## src/rtl/biriscv_pc_trace_streamer.sv

```systemverilog
// biriscv_pc_trace_streamer
// Producer side of the core PC trace. Each cycle it samples the two issue-slot
// PCs, stamps them with a free-running cycle count and interleaves periodic
// heartbeat records. Records are buffered in a first-word-fall-through FIFO and
// streamed over a valid/ready port. Records that cannot be buffered are counted,
// and the count is reported in-band as an OVERFLOW record once space frees up.
module biriscv_pc_trace_streamer #(
  parameter int CYCLE_W   = 48,
  parameter int DEPTH     = 16,
  parameter int HEARTBEAT = 100000,
  parameter int DROP_W    = 16
) (
  input  logic                    clk_i,
  input  logic                    rst_ni,
  input  logic                    enable_i,
  input  logic                    flush_i,
  input  logic                    pc0_valid_i,
  input  logic [31:0]             pc0_i,
  input  logic                    pc1_valid_i,
  input  logic [31:0]             pc1_i,
  output logic                    rec_valid_o,
  input  logic                    rec_ready_i,
  output logic [68+CYCLE_W-1:0]   rec_data_o,
  output logic [$clog2(DEPTH):0]  level_o,
  output logic                    drop_pend_o
);

  localparam int AW    = $clog2(DEPTH);
  localparam int REC_W = 68 + CYCLE_W;
  localparam int HB_W  = (HEARTBEAT > 1) ? $clog2(HEARTBEAT) : 1;

  localparam logic [AW:0]       FULL_LEVEL = (AW+1)'(DEPTH);
  localparam logic [DROP_W-1:0] DROP_MAX   = '1;

  typedef enum logic [1:0] {
    KIND_TRACE     = 2'b00,
    KIND_HEARTBEAT = 2'b01,
    KIND_OVERFLOW  = 2'b10
  } kind_e;

  logic [CYCLE_W-1:0] cycle;
  logic [HB_W-1:0]    hb_cnt;
  logic               tick;

  logic [REC_W-1:0]   mem [DEPTH];
  logic [AW-1:0]      wr_ptr;
  logic [AW-1:0]      rd_ptr;
  logic [AW:0]        level;

  logic [DROP_W-1:0]  drop;
  logic [DROP_W-1:0]  drop_next;

  logic               cand_valid;
  logic [REC_W-1:0]   cand_rec;
  logic               pop;
  logic               room;
  logic               push;
  logic [REC_W-1:0]   push_rec;

  // Free-running cycle stamp; ignores enable and flush, wraps naturally.
  always_ff @(posedge clk_i or negedge rst_ni) begin
    if (!rst_ni) cycle <= '0;
    else         cycle <= cycle + 1'b1;
  end

  // Heartbeat down-counter: a zero count is a tick, so the first tick lands on
  // the first cycle after reset and then every HEARTBEAT cycles.
  always_ff @(posedge clk_i or negedge rst_ni) begin
    if (!rst_ni) begin
      hb_cnt <= '0;
    end else if (HEARTBEAT != 0) begin
      if (hb_cnt == '0) hb_cnt <= HB_W'(HEARTBEAT - 1);
      else              hb_cnt <= hb_cnt - 1'b1;
    end
  end

  assign tick = (HEARTBEAT != 0) && (hb_cnt == '0);

  // Build this cycle's candidate record; a heartbeat takes priority over a trace.
  always_comb begin
    cand_valid = 1'b0;
    cand_rec   = '0;
    if (enable_i) begin
      if (tick) begin
        cand_valid = 1'b1;
        cand_rec   = {KIND_HEARTBEAT, pc1_valid_i, pc0_valid_i, pc1_i, pc0_i, cycle};
      end else if (pc0_valid_i || pc1_valid_i) begin
        cand_valid = 1'b1;
        cand_rec   = {KIND_TRACE, pc1_valid_i, pc0_valid_i,
                      pc1_valid_i ? pc1_i : 32'h0,
                      pc0_valid_i ? pc0_i : 32'h0,
                      cycle};
      end
    end
  end

  // Decide the single FIFO write for this cycle and the next drop count. A
  // pending drop count always gets reported before new records are accepted.
  always_comb begin
    pop       = rec_valid_o && rec_ready_i && !flush_i;
    room      = (level != FULL_LEVEL) || pop;
    push      = 1'b0;
    push_rec  = cand_rec;
    drop_next = drop;
    if (flush_i) begin
      drop_next = '0;
    end else if ((drop != '0) && room) begin
      push      = 1'b1;
      push_rec  = {KIND_OVERFLOW, 2'b00, 32'h0, 32'(drop), cycle};
      drop_next = cand_valid ? DROP_W'(1) : '0;
    end else if (cand_valid && room) begin
      push = 1'b1;
    end else if (cand_valid) begin
      if (drop != DROP_MAX) drop_next = drop + 1'b1;
    end
  end

  // FIFO pointers and occupancy; flush empties the buffer in one edge.
  always_ff @(posedge clk_i or negedge rst_ni) begin
    if (!rst_ni) begin
      wr_ptr <= '0;
      rd_ptr <= '0;
      level  <= '0;
    end else if (flush_i) begin
      wr_ptr <= '0;
      rd_ptr <= '0;
      level  <= '0;
    end else begin
      if (push) wr_ptr <= wr_ptr + 1'b1;
      if (pop)  rd_ptr <= rd_ptr + 1'b1;
      level <= level + {{AW{1'b0}}, push} - {{AW{1'b0}}, pop};
    end
  end

  // FIFO storage; contents are only meaningful below the occupancy level.
  always_ff @(posedge clk_i) begin
    if (push) mem[wr_ptr] <= push_rec;
  end

  // Saturating count of records lost since the last OVERFLOW report.
  always_ff @(posedge clk_i or negedge rst_ni) begin
    if (!rst_ni) drop <= '0;
    else         drop <= drop_next;
  end

  assign rec_valid_o = (level != '0);
  assign rec_data_o  = rec_valid_o ? mem[rd_ptr] : '0;
  assign level_o     = level;
  assign drop_pend_o = (drop != '0);

endmodule

```

## config.mk

```make
export PLATFORM = sky130hd
export DESIGN_NAME = biriscv_pc_trace_streamer
export DESIGN_NICKNAME = d
export VERILOG_FILES = /design/src/rtl/biriscv_pc_trace_streamer.sv
export SDC_FILE = /design/constraint.sdc
export NUM_CORES = 2
export LEC_CHECK = 0
export BUFFER_PORTS_ARGS = -buffer_cell sky130_fd_sc_hd__buf_2
export CORE_MARGIN = 2
export CORE_UTILIZATION = 35
export DETAILED_ROUTE_END_ITERATION = 7
export PLACE_DENSITY = 0.55
export SLEW_MARGIN = 20
export SYNTH_ARGS = -nofsm -noshare
export SYNTH_HDL_FRONTEND = slang
export SYNTH_SLANG_ARGS = --single-unit
```

## constraint.sdc

```tcl
create_clock -name clk_i -period 9.45 [get_ports clk_i]
set_clock_uncertainty 0.2 [all_clocks]
set_input_delay 0 -clock clk_i [delete_from_list [all_inputs] [get_ports clk_i]]
set_output_delay 0 -clock clk_i [all_outputs]
set_load 0.02 [all_outputs]
```

# After elaboration in Yosys (flattened, before gate mapping)
# Memory sizes are Yosys's and may differ from the RTL's.
# Cells that the tools add are included.
# classes
n_eq_ne	3
addsub	7
n_reduce_logical	15
n_mux	28
# op_table
op	count
two-way mux 116 bit	4
two-way mux 115 bit	1
two-way mux 114 bit	1
two-way mux 16 bit	5
two-way mux 32 bit	2
adder 48 x 1 -> 48 bit (second input constant)	1
logical NOT 17 bit	1
two-way mux 17 bit	1
subtractor 17 x 1 -> 17 bit (second input constant)	1
adder 16 x 1 -> 16 bit (second input constant)	1
two-way mux 4 bit	4
inequality test 16 bit (second input constant)	1
nonzero test 16 bit	1
two-way mux 1 bit	9
adder 4 x 1 -> 4 bit (second input constant)	2
nonzero test 3 bit	2
adder 5 x 1 -> 5 bit	1
two-way mux 5 bit	1
inequality test 5 bit (second input constant)	1
nonzero test 5 bit	1
subtractor 5 x 1 -> 5 bit	1
logical AND 1 bit	4
nonzero test 2 bit	2
inequality test 3 bit (second input constant)	1
3 further kinds	4
# totals
ramBits	1856
mem_count	1
word_cells	60
inputBits	71
output_inout_bits	123
ff_bits	94
# memory_table
name	depth	width	read_ports	rd_clocked_by_memory_dff	write_ports	line_no	text
mem	16	116	1	0	1	45	logic [REC_W-1:0] mem [DEPTH];

# Logic depth before layout (Yosys ltp)
# depth
word_depth	11
depth_mapped	20
ltp_nobuf	17

# Worst setup path before layout
# OpenSTA, ideal clock, no wires.
# synth_path
kind	register -> register
startpoint	register hb_cnt[0]
endpoint	memory mem[11][0] (netlist name), enable pin
arrival_time_ns	5.186
path_buffers	2
stages_incl_launch_ff	10
synth_period_minus_slack_ns	5.875
slack_ns	3.575
cell_sequence	dfrtp_1 inv_1 ha_1 or4b_2 or3_1 or4_1 buf_2 a21oi_4 buf_6 and3_1
# synth_between
elab_chain_len	9
# synth_lines
item	line_no	text
from (decl)	42	logic [HB_W-1:0] hb_cnt;
from (signal assigned)	72	if (hb_cnt == '0) hb_cnt <= HB_W'(HEARTBEAT - 1);
from (signal assigned)	73	else hb_cnt <= hb_cnt - 1'b1;
logical NOT 17 bit	77	assign tick = (HEARTBEAT != 0) && (hb_cnt == '0);
two-way mux 1 bit	84	if (tick) begin
two-way mux 1 bit	83	if (enable_i) begin
logical AND 1 bit	111	end else if (cand_valid && room) begin
two-way mux 1 bit	111	
two-way mux 1 bit	107	end else if ((drop != '0) && room) begin
two-way mux 1 bit	105	if (flush_i) begin
two-way mux 1 bit	137	if (push) mem[wr_ptr] <= push_rec;
two-way mux 1 bit (not written as such)	137	
to (decl)	45	
# Every way passes these cells.

# Worst setup path in the final report
# layout_path
startpoint	register hb_cnt[0]
endpoint	memory mem[10][109] (netlist name), enable pin
# Same word-level chain as after synthesis.

==> flow_metrics.env <==
export IMPL_swShare=0.267
export IMPL_wire_per_inst_um=27.5
export IMPL_hpwlAfterDp_um=96400
export IMPL_die_x_um=469
export IMPL_max_vdd_ir_drop_uv=376
export IMPL_yosysWarnings=0
export IMPL_nNetsFinal=3755
export IMPL_rsz0062_at_grt="no"
export IMPL_drt_initial_drc_count=3470
export IMPL_syn_inst=3323
export IMPL_final_cell_mix="edfxtp_1 (1,856), mux4_2 (580), and2_1 (209)"
export IMPL_start_kind="flip-flop"
export IMPL_dr_pass1_iters=7
export IMPL_cts_tree="done"
export IMPL_grt_pass1_wl_um=267000
export IMPL_critPathMaxFanout=46
export IMPL_drive_above_1_share=0.294
export IMPL_grt_ovfl_total=0
export IMPL_gp_congestion=0.724
export IMPL_pwr_share_clk=0.346
export IMPL_ant_nets=0
export IMPL_p_comb_frac=0.204
export IMPL_antenna_found_initial=18
export IMPL_slew_headroom=0.263
export IMPL_die_height_um=469
export IMPL_min_path_type="in -> async"
export IMPL_final_util=0.406
export IMPL_arrival_ns=5.44
export IMPL_synth_area_leaders="edfxtp_1 (74%), mux4_2 (17%), dfrtp_1 (3.1%)"
export IMPL_grt_pass1_vias=36900
export IMPL_port_buffers=193
export IMPL_fin_cells=6675
export IMPL_pre_cts_ws_ns=4.15
export IMPL_die_area_mm2=0.220
export IMPL_fin_ws_ns=4.23
export IMPL_crit_type="reg -> reg"
export IMPL_fin_hold_ws_ns=0.129
export IMPL_finalHoldViolCount=0
export IMPL_endpoint_kind="flip-flop"
export IMPL_final_common_cell="edfxtp_1"
export IMPL_synth_top_area_cell="edfxtp_1"
export IMPL_rows=170
export IMPL_core_area_mm2=0.215
export IMPL_routed_wl_um=184000
export IMPL_min_period_ns=5.22
export IMPL_cts_root_buf="clkbuf_16"
export IMPL_synth_top_area_frac=0.735
export IMPL_grt_max_degree=123
export IMPL_pwr_density_cell_mw_per_mm2=245
export IMPL_fin_tns_setup_ns=0
export IMPL_routed_via_density=5.24
export IMPL_track_usage=0.166
export IMPL_cts_sinks=1950
export IMPL_worstMarginPinSlew_ns=1.11
export IMPL_cts_buffer_depth=3
export IMPL_io_pins=194
export IMPL_clk_latency_ns=0.81
export IMPL_seq_power_share=0.450
export IMPL_setup_viol=0
export IMPL_htreeDepth=4
export IMPL_synth_fp_nets=3411
export IMPL_cts_setup_buffers=0
export IMPL_p_leak_uw=0.0275
export IMPL_cap_violations=0
export IMPL_via_count=35000
export IMPL_power_internal_uw=15700
export IMPL_required_ns=9.67
export IMPL_clkTransAtPathRegs_ns=0.06
export IMPL_finalMaxSlewViolations=0
export IMPL_start_util=0.353
export IMPL_status="finished clean"
export IMPL_synth_seq_area_share=0.766
export IMPL_syn_area_mm2=0.0758
export IMPL_placedCellCount=6235
export IMPL_yosys_register_bits=1950
export IMPL_p_sw_uw=5700
export IMPL_achievable_frequency_mhz=192
export IMPL_synthDistinctLibCells=48
export IMPL_syn_area_per_cell_um2=22.8
export IMPL_drc=0
export IMPL_area_growth_pct=15.0
export IMPL_fin_crit_sh=0.552
export IMPL_cts_buffers_inserted=190
[area by class of cell]
class	instances	area, um^2
repair buffers	324	2350
flip-flops and latches	1950	58100
well taps	2838	3550
fillers	18900	128000
multi-input cells	1178	17100
clock inverters	101	876
clock buffers	252	5140
diodes	9	22.5
inverters	23	86.3
[sequential cells by signal (all words and copies together), names as in the netlist]
name and cells:
mem 1856, cycle 48, hb_cnt 17, drop 16
level_o 5, rd_ptr 4, wr_ptr 4
[power groups by stage]
stage	Clock [uW]	Sequential, uW	Combinational, uW
after floorplan	0	9750	3110
after global placement	0	9810	4510
after detailed placement	0	9820	4510
after CTS	7550	9630	4570
after global routing	7890	9640	4730
final	7390	9630	4380
[worst max-delay path, stage by stage, from the launching register on]
cell,delay [ns]
dfrtp_1,0.40
inv_1,0.09
ha_1,0.14
or4b_2,0.58
or3_1,0.39
or4_1,0.69
a21oi_4,0.44
and3_4,1.00
buf_4,0.86
[per-stage QoR]
step | total power (uW) | instance area (um^2)
6_report | 21400 | 87200
5_1_grt | 22300 | 87200
4_1_cts | 21800 | 87100
3_5_place_dp | 14300 | 80300
3_3_place_gp | 14300 | 80300
2_1_floorplan | 12900 | 75800
[per-layer routing]
layer | wire length [um] | GRT usage | vias to the layer above
li1 | - | - | 14700
met5 | 0 | 0 | -
met2 | 88500 | 0.266 | 962
met1 | 82100 | 0.239 | 19100
met4 | 3580 | 0.0378 | 0
met3 | 9520 | 0.0271 | 221
[cells by family after synthesis]
group | after synthesis | synth area share
AOI/OAI and AO/OA | 77 | 0.00667
buffers and inverters | 195 | 0.00994
adders and majority gates | 17 | 0.00291
muxes | 584 | 0.173
and+or+nand+nor | 437 | 0.0339
xor gates and xnor gates | 63 | 0.00728
DFF | 1950 | 0.766
[path summary, 6_finish.rpt]
path,slack (ns),cells after the start,startpoint,endpoint
worst max register to register,4.23,8,hb_cnt[0],mem[10][109]
worst min register to register,0.27,1,cycle[47],cycle[47]
worst min-delay path,0.13,4,rst_ni,level_o[4]
min in group clk_i,0.16,3,pc1_i[26],mem[1][106]
max in group asynchronous,8.19,4,rst_ni,drop[14]
worst max-delay path,4.23,8,hb_cnt[0],mem[10][109]
[timing repair]
action                                 in CTS  in global routing
resized for setup                           0                  0
endpoints found under the hold margin    1195                  0
hold buffers                               77                  0
[cell usage after synthesis, drive strengths merged]
cell / number
edfxtp: 1856
mux4: 580
and2: 209
clkbuf: 116
dfrtp: 94
buf: 56
xnor2: 40
nand2: 38
a21oi: 33
nor2: 32
and3: 29
nand3: 28
xor2: 23
inv: 22
nand4: 18
nor3: 17
a22o: 16
ha: 16
or3: 14
or4: 14
o21ai: 12
nor4: 11
and4: 7
o31ai: 7
nand2b: 6
and4b: 4
nor2b: 4
a21o: 2
mux2: 2
mux2i: 2
nand3b: 2
nor3b: 2
o211a: 2
a21bo: 1
a21boi: 1
clkinv: 1
fa: 1
nor4b: 1
o211ai: 1
o21a: 1
o31a: 1
or4b: 1
Power figures use the tool's default switching activity.
